File: config.mk
export PLATFORM = sky130hd
export DESIGN_NAME = alu_op_issuer_flat
export DESIGN_NICKNAME = d
export VERILOG_FILES = /design/src/rtl/alu_issuer_pkg.sv /design/src/rtl/alu_op_issuer_if.sv /design/src/rtl/alu_op_issuer.sv /design/src/flat_wrapper.sv
export SDC_FILE = /design/constraint.sdc
export NUM_CORES = 1
export LEC_CHECK = 0
export BUFFER_PORTS_ARGS = -buffer_cell sky130_fd_sc_hd__buf_2
export CORE_MARGIN = 5
export CORE_UTILIZATION = 42
export CTS_BUF_LIST = sky130_fd_sc_hd__clkbuf_16
export DETAILED_ROUTE_END_ITERATION = 16
export PLACE_DENSITY = 0.83
export SYNTH_ARGS = -nofsm -noshare
export SYNTH_HDL_FRONTEND = slang
export SYNTH_SLANG_ARGS = --single-unit
File: constraint.sdc
create_clock -name clk -period 1.7 [get_ports clk]
set_input_delay 0.34 -clock clk [delete_from_list [all_inputs] [get_ports clk]]
set_output_delay 0.34 -clock clk [all_outputs]
set_load 0.05 [all_outputs]
File: src/rtl/alu_issuer_pkg.sv
// Shared types and constants for the ALU op issuer, the ALU wrapper and the bench.
// Optional carry chaining is controlled by ALU_ISSUER_CARRY_CHAIN_EN.
package alu_issuer_pkg;

  localparam int DEF_BITS_SZ  = 32;
  localparam int DEF_CNTRL_SZ = 4;
  localparam int DEF_LAT      = 2;

  typedef enum logic [1:0] {IDLE, WAIT, RESP} state_e;

  localparam logic [3:0] ALU_AND = 4'h0;
  localparam logic [3:0] ALU_OR  = 4'h1;
  localparam logic [3:0] ALU_ADD = 4'h2;
  localparam logic [3:0] ALU_SUB = 4'h6;
  localparam logic [3:0] ALU_NOR = 4'hC;

  // Result plus flags in wrapper order: out, Z, V, N, C.
  typedef struct packed {
    logic [DEF_BITS_SZ-1:0] out;
    logic                   z;
    logic                   v;
    logic                   n;
    logic                   c;
  } alu_rsp_t;

endpackage

File: src/rtl/alu_op_issuer_if.sv
// Command, ALU-drive and response bundle for the ALU op issuer.
// The slave modport is the issuer; the master modport is its environment.
interface alu_op_issuer_if #(
  parameter int BITS_SZ  = 32,
  parameter int CNTRL_SZ = 4
);
  logic                cmd_valid, cmd_ready;
  logic [BITS_SZ-1:0]  cmd_a, cmd_b;
  logic [CNTRL_SZ-1:0] cmd_op;
  logic                cmd_cin, cmd_chain;

  logic [BITS_SZ-1:0]  alu_a, alu_b;
  logic [CNTRL_SZ-1:0] alu_op;
  logic                alu_cin;
  logic [BITS_SZ-1:0]  alu_out;
  logic                alu_z, alu_v, alu_n, alu_c;

  logic                rsp_valid, rsp_ready;
  logic [BITS_SZ-1:0]  rsp_out;
  logic                rsp_z, rsp_v, rsp_n, rsp_c;

  modport slave (
    input  cmd_valid, cmd_a, cmd_b, cmd_op, cmd_cin, cmd_chain,
    input  alu_out, alu_z, alu_v, alu_n, alu_c, rsp_ready,
    output cmd_ready, alu_a, alu_b, alu_op, alu_cin,
    output rsp_valid, rsp_out, rsp_z, rsp_v, rsp_n, rsp_c
  );

  modport master (
    output cmd_valid, cmd_a, cmd_b, cmd_op, cmd_cin, cmd_chain,
    output alu_out, alu_z, alu_v, alu_n, alu_c, rsp_ready,
    input  cmd_ready, alu_a, alu_b, alu_op, alu_cin,
    input  rsp_valid, rsp_out, rsp_z, rsp_v, rsp_n, rsp_c
  );
endinterface

File: src/rtl/alu_op_issuer.sv
// Single-op-in-flight driver for the registered ALU wrapper: accept, wait LAT edges, capture, respond.
// ALU_ISSUER_CARRY_CHAIN_EN: cmd_chain selects the previous op's carry as carry-in.
module alu_op_issuer
  import alu_issuer_pkg::*;
#(
  parameter int BITS_SZ  = DEF_BITS_SZ,
  parameter int CNTRL_SZ = DEF_CNTRL_SZ,
  parameter int LAT      = DEF_LAT
) (
  input  logic            clk,
  input  logic            reset,
  alu_op_issuer_if.slave  bus,
  output logic            busy
);

  localparam logic [3:0] LAT_C = 4'(LAT);

  state_e              state_q, state_d;
  logic [3:0]          cnt_q, cnt_d;
  logic [BITS_SZ-1:0]  alu_a_q, alu_a_d, alu_b_q, alu_b_d;
  logic [CNTRL_SZ-1:0] alu_op_q, alu_op_d;
  logic                alu_cin_q, alu_cin_d;
  logic [BITS_SZ-1:0]  rsp_out_q, rsp_out_d;
  logic [3:0]          rsp_flg_q, rsp_flg_d;   // {z, v, n, c}
  logic                cin_sel;

`ifdef ALU_ISSUER_CARRY_CHAIN_EN
  logic last_c_q, last_c_d;
  assign cin_sel = bus.cmd_chain ? last_c_q : bus.cmd_cin;
`else
  assign cin_sel = bus.cmd_cin;
`endif

  always_comb begin
    state_d   = state_q;
    cnt_d     = cnt_q;
    alu_a_d   = alu_a_q;
    alu_b_d   = alu_b_q;
    alu_op_d  = alu_op_q;
    alu_cin_d = alu_cin_q;
    rsp_out_d = rsp_out_q;
    rsp_flg_d = rsp_flg_q;
`ifdef ALU_ISSUER_CARRY_CHAIN_EN
    last_c_d  = last_c_q;
`endif
    case (state_q)
      IDLE: if (bus.cmd_valid) begin
        alu_a_d   = bus.cmd_a;
        alu_b_d   = bus.cmd_b;
        alu_op_d  = bus.cmd_op;
        alu_cin_d = cin_sel;
        cnt_d     = '0;
        state_d   = WAIT;
      end
      // cnt tracks edges since accept; the wrapper output is valid once it reaches LAT.
      WAIT: if (cnt_q == LAT_C) begin
        rsp_out_d = bus.alu_out;
        rsp_flg_d = {bus.alu_z, bus.alu_v, bus.alu_n, bus.alu_c};
`ifdef ALU_ISSUER_CARRY_CHAIN_EN
        last_c_d  = bus.alu_c;
`endif
        state_d   = RESP;
      end else begin
        cnt_d = cnt_q + 4'd1;
      end
      RESP: if (bus.rsp_ready) state_d = IDLE;
      default: state_d = IDLE;
    endcase
  end

  always_ff @(posedge clk or negedge reset) begin
    if (!reset) begin
      state_q   <= IDLE;
      cnt_q     <= '0;
      alu_a_q   <= '0;
      alu_b_q   <= '0;
      alu_op_q  <= '0;
      alu_cin_q <= 1'b0;
      rsp_out_q <= '0;
      rsp_flg_q <= '0;
`ifdef ALU_ISSUER_CARRY_CHAIN_EN
      last_c_q  <= 1'b0;
`endif
    end else begin
      state_q   <= state_d;
      cnt_q     <= cnt_d;
      alu_a_q   <= alu_a_d;
      alu_b_q   <= alu_b_d;
      alu_op_q  <= alu_op_d;
      alu_cin_q <= alu_cin_d;
      rsp_out_q <= rsp_out_d;
      rsp_flg_q <= rsp_flg_d;
`ifdef ALU_ISSUER_CARRY_CHAIN_EN
      last_c_q  <= last_c_d;
`endif
    end
  end

  assign bus.cmd_ready = (state_q == IDLE);
  assign bus.rsp_valid = (state_q == RESP);
  assign busy          = (state_q != IDLE);
  assign bus.alu_a     = alu_a_q;
  assign bus.alu_b     = alu_b_q;
  assign bus.alu_op    = alu_op_q;
  assign bus.alu_cin   = alu_cin_q;
  assign bus.rsp_out   = rsp_out_q;
  assign {bus.rsp_z, bus.rsp_v, bus.rsp_n, bus.rsp_c} = rsp_flg_q;

endmodule

File: src/flat_wrapper.sv
// flat-port wrapper written by rule: the top's interface ports become plain ports
module alu_op_issuer_flat import alu_issuer_pkg::*;
#(
  parameter int BITS_SZ  = DEF_BITS_SZ,
  parameter int CNTRL_SZ = DEF_CNTRL_SZ,
  parameter int LAT      = DEF_LAT
)
  (clk, reset, busy, bus_cmd_valid, bus_cmd_a, bus_cmd_b, bus_cmd_op, bus_cmd_cin, bus_cmd_chain, bus_alu_out, bus_alu_z, bus_alu_v, bus_alu_n, bus_alu_c, bus_rsp_ready, bus_cmd_ready, bus_alu_a, bus_alu_b, bus_alu_op, bus_alu_cin, bus_rsp_valid, bus_rsp_out, bus_rsp_z, bus_rsp_v, bus_rsp_n, bus_rsp_c);
  alu_op_issuer_if #(.BITS_SZ(BITS_SZ), .CNTRL_SZ(CNTRL_SZ)) bus_i ();
  input  logic clk;
  input  logic reset;
  output logic busy;
  input wire logic [$bits(bus_i.cmd_valid)-1:0] bus_cmd_valid;
  input wire logic [$bits(bus_i.cmd_a)-1:0] bus_cmd_a;
  input wire logic [$bits(bus_i.cmd_b)-1:0] bus_cmd_b;
  input wire logic [$bits(bus_i.cmd_op)-1:0] bus_cmd_op;
  input wire logic [$bits(bus_i.cmd_cin)-1:0] bus_cmd_cin;
  input wire logic [$bits(bus_i.cmd_chain)-1:0] bus_cmd_chain;
  input wire logic [$bits(bus_i.alu_out)-1:0] bus_alu_out;
  input wire logic [$bits(bus_i.alu_z)-1:0] bus_alu_z;
  input wire logic [$bits(bus_i.alu_v)-1:0] bus_alu_v;
  input wire logic [$bits(bus_i.alu_n)-1:0] bus_alu_n;
  input wire logic [$bits(bus_i.alu_c)-1:0] bus_alu_c;
  input wire logic [$bits(bus_i.rsp_ready)-1:0] bus_rsp_ready;
  output wire logic [$bits(bus_i.cmd_ready)-1:0] bus_cmd_ready;
  output wire logic [$bits(bus_i.alu_a)-1:0] bus_alu_a;
  output wire logic [$bits(bus_i.alu_b)-1:0] bus_alu_b;
  output wire logic [$bits(bus_i.alu_op)-1:0] bus_alu_op;
  output wire logic [$bits(bus_i.alu_cin)-1:0] bus_alu_cin;
  output wire logic [$bits(bus_i.rsp_valid)-1:0] bus_rsp_valid;
  output wire logic [$bits(bus_i.rsp_out)-1:0] bus_rsp_out;
  output wire logic [$bits(bus_i.rsp_z)-1:0] bus_rsp_z;
  output wire logic [$bits(bus_i.rsp_v)-1:0] bus_rsp_v;
  output wire logic [$bits(bus_i.rsp_n)-1:0] bus_rsp_n;
  output wire logic [$bits(bus_i.rsp_c)-1:0] bus_rsp_c;
  assign bus_i.cmd_valid = bus_cmd_valid;
  assign bus_i.cmd_a = bus_cmd_a;
  assign bus_i.cmd_b = bus_cmd_b;
  assign bus_i.cmd_op = bus_cmd_op;
  assign bus_i.cmd_cin = bus_cmd_cin;
  assign bus_i.cmd_chain = bus_cmd_chain;
  assign bus_i.alu_out = bus_alu_out;
  assign bus_i.alu_z = bus_alu_z;
  assign bus_i.alu_v = bus_alu_v;
  assign bus_i.alu_n = bus_alu_n;
  assign bus_i.alu_c = bus_alu_c;
  assign bus_i.rsp_ready = bus_rsp_ready;
  assign bus_cmd_ready = bus_i.cmd_ready;
  assign bus_alu_a = bus_i.alu_a;
  assign bus_alu_b = bus_i.alu_b;
  assign bus_alu_op = bus_i.alu_op;
  assign bus_alu_cin = bus_i.alu_cin;
  assign bus_rsp_valid = bus_i.rsp_valid;
  assign bus_rsp_out = bus_i.rsp_out;
  assign bus_rsp_z = bus_i.rsp_z;
  assign bus_rsp_v = bus_i.rsp_v;
  assign bus_rsp_n = bus_i.rsp_n;
  assign bus_rsp_c = bus_i.rsp_c;
  alu_op_issuer #(.BITS_SZ(BITS_SZ), .CNTRL_SZ(CNTRL_SZ), .LAT(LAT)) u_core (.clk(clk), .reset(reset), .bus(bus_i), .busy(busy));
endmodule
==> flow_summary.ini <==
[cts]
cts.path.max_buffers = 2
cts.htree.levels = 3
clock-sinks = 111
clock-root-buffer = clkbuf_16
path_clk_slew_ns = 0.07
insertion_delay_ns = 0.34
cts_tree = yes
cts_made_buffers = 9

[global_routing]
grt_max_degree = 48
grt.total_usage = 0.157
grt_overflow = 0
antenna_found_initial = 1
grt_pass1_vias = 3234
grt_first_pass_wirelength_um = 16200

[sta]
period_needed_ns = 1.65
hold_viol = 0
slew_headroom = 0.771
finalSetupViolCount = 0
max_freq_mhz = 606
rsz0062_at_grt = yes
fin_skew_ns = 0.00623
worst_pin_slew_ns = 0.344
slew_viol_final = 0
finalCritPeriodShare = 0.971

[status]
outcome = finished, final reports clean

[synth]
synth_cells = 253
avgSynthCellArea_sq_um = 18.1
synth_area_sq_um = 4580
syn_nets = 365
yosys_warnings = 0
synth.distinct_cells = 21
yosysSeqAreaShare = 0.606
synth-seq-cells = 111

[layout]
layout-drive-gt1-share = 0.733
fill_cells = 902
final_common_cell = buf_2
design_area_sq_um = 6140
syn2layout_area_growth_pct = 33.9
layout_common_cells = 214 x buf_2, 111 x dfrtp_1, 69 x mux2_4
fin_nets = 593

[worst_setup_path]
ff2ff_path_depth = 7
crit_required_ns = 1.92
crit_fanout = 19
worstSetupPathType = reg2reg
rrSetupSlack_ns = 0.05
crit_path_cell_trace = inv_2 > ha_4 > nor3b_4 > nand3b_1 > buf_4 > buf_12 > mux2_2
crit_slowest_cell = dfrtp_1
critical_path.max_stage_delay_ns = 0.40
cp-end-kind = register
crit_family = flip-flops
startpoint_type = register
cp.arrival_ns = 1.87
r2r_end = u_core.bus.rsp_out[22]$_DFFE_PN0P_
crit_buf_inv = 3
r2r-start = u_core.cnt_q[0]$_DFFE_PN0P_

[die]
die_area_sq_um = 13100
die-height_um = 114
die_width_um = 114
coreArea_sq_um = 10700
initial_core_util = 0.427
io_pins = 218
rows = 38

[drt]
firstDrtPassIters = 4
post-route-drc-count = 0
initialDrtViolationCount = 58
drt_wl_total_um = 10100
ant_nets = 0
wl_per_cell_um = 16.2
dr_total_vias = 2894
viasPerCell = 4.62

[run]
drv_cap = 0

[placement]
hpwl_um = 7700
gp_congestion = 0.752
placedInstanceArea_sq_um = 5770
port_buffers = 216

[hold_path]
whs_path_depth = 2
holdCritPathClass = in2reg
min_to = u_core.state_q[1]$_DFFE_PN0P_
min_from = bus_rsp_ready
## synth_stat cells
cell type,n,share of area
o21ai_2,1,0.0019
or2b_1,1,0.0016
dfrtp_1,111,0.61
buf_6,4,0.0098
nor2_1,2,0.0016
nand2b_1,1,0.0014
nor3b_2,1,0.0027
or3_1,1,0.0014
buf_12,7,0.031
o22ai_1,1,0.0014
inv_1,4,0.0033
o21ai_0,3,0.0033
xnor2_1,1,0.0019
nand3_1,2,0.0022
a21o_1,1,0.0016
nand3b_1,2,0.0033
mux2_2,37,0.091
mux2_4,69,0.23
or3b_1,1,0.0019
buf_4,1,0.0016
ha_1,2,0.0055
## repair_timing
item	in CTS	in global routing
endpoints found under the hold margin	22	0
hold buffers	1	0
resized for setup	3	4
pin swaps	1	0
gates cloned	1	0
endpoints found under the setup margin	31	37
buffers inserted	3	1
## worst max path at each step
stage / start / end / slack, ns / cells after the start
2_1_floorplan: u_core.cnt_q[0]$_DFFE_PN0P_ / u_core.bus.rsp_out[10]$_DFFE_PN0P_ / 0.10 / 7
3_3_place_gp: u_core.cnt_q[0]$_DFFE_PN0P_ / u_core.bus.rsp_out[20]$_DFFE_PN0P_ / 0.07 / 6
3_5_place_dp: u_core.cnt_q[0]$_DFFE_PN0P_ / u_core.bus.rsp_out[22]$_DFFE_PN0P_ / -0.01 / 6
4_1_cts: u_core.cnt_q[0]$_DFFE_PN0P_ / u_core.bus.rsp_out[22]$_DFFE_PN0P_ / 0.001 / 7
5_1_grt: u_core.cnt_q[0]$_DFFE_PN0P_ / u_core.bus.rsp_out[22]$_DFFE_PN0P_ / -0.01 / 7
6_report: u_core.cnt_q[0]$_DFFE_PN0P_ / u_core.bus.rsp_out[22]$_DFFE_PN0P_ / 0.05 / 7
## registers in the layout, indices dropped and copies added, names as in the netlist
| register | flops |
|---|---|
| u_core.bus.alu_cin | 1 |
| u_core.bus.rsp_out | 32 |
| u_core.bus.alu_a | 32 |
| u_core.rsp_flg_q | 4 |
| u_core.state_q | 2 |
| u_core.bus.alu_b | 32 |
| u_core.bus.alu_op | 4 |
| u_core.cnt_q | 4 |
## per-layer routing
| metal | vias up | track usage | wire (um) |
|---|---|---|---|
| met5 | - | 0 | 0 |
| li1 | 1340 | - | - |
| met2 | 114 | 0.275 | 5280 |
| met1 | 1422 | 0.184 | 3810 |
| met3 | 18 | 0.0433 | 804 |
| met4 | 0 | 0.0586 | 229 |
## logic make-up after synthesis
logic type / count (synthesis) / synth area share
AO/OA/AOI/OAI: 6 / 0.00819
flip-flops: 111 / 0.606
adder cells (fa/ha/maj): 2 / 0.00546
buffers and inverters: 16 / 0.0453
AND/OR/NAND/NOR: 11 / 0.0161
multiplexers: 106 / 0.317
XOR/XNOR: 1 / 0.00191
## per-stage QoR
stage | cells | setup TNS [ns] | setup slack, ns | util | hold slack (ns)
after global routing | 627 | -0.0152 | -0.0106 | 0.571 | 0.193
final | 627 | 0 | 0.0485 | 0.571 | 0.190
after global placement | 604 | 0 | 0.0673 | 0.537 | 0.264
after floorplan | 253 | 0 | 0.101 | - | 0.0444
after CTS | 625 | 0 | 0.00104 | 0.569 | 0.174
after detailed placement | 604 | -0.0566 | -0.0135 | 0.537 | 0.272
## area by class of cell
class                      instances  area [sq um]  share of cell area
sequential                       111          2780               0.453
multi-input combinational        126          1620               0.264
timing repair buffer             229          1270               0.207
clock buffer                       9           225              0.0367
tap                              140           175              0.0285
clock inverter                     7          47.5             0.00775
inverter                           4          15.0             0.00245
antenna                            1          2.50            0.000408
Power is not shown: default switching activity piles up to over one toggle a cycle in this logic, so the estimate is an artifact.
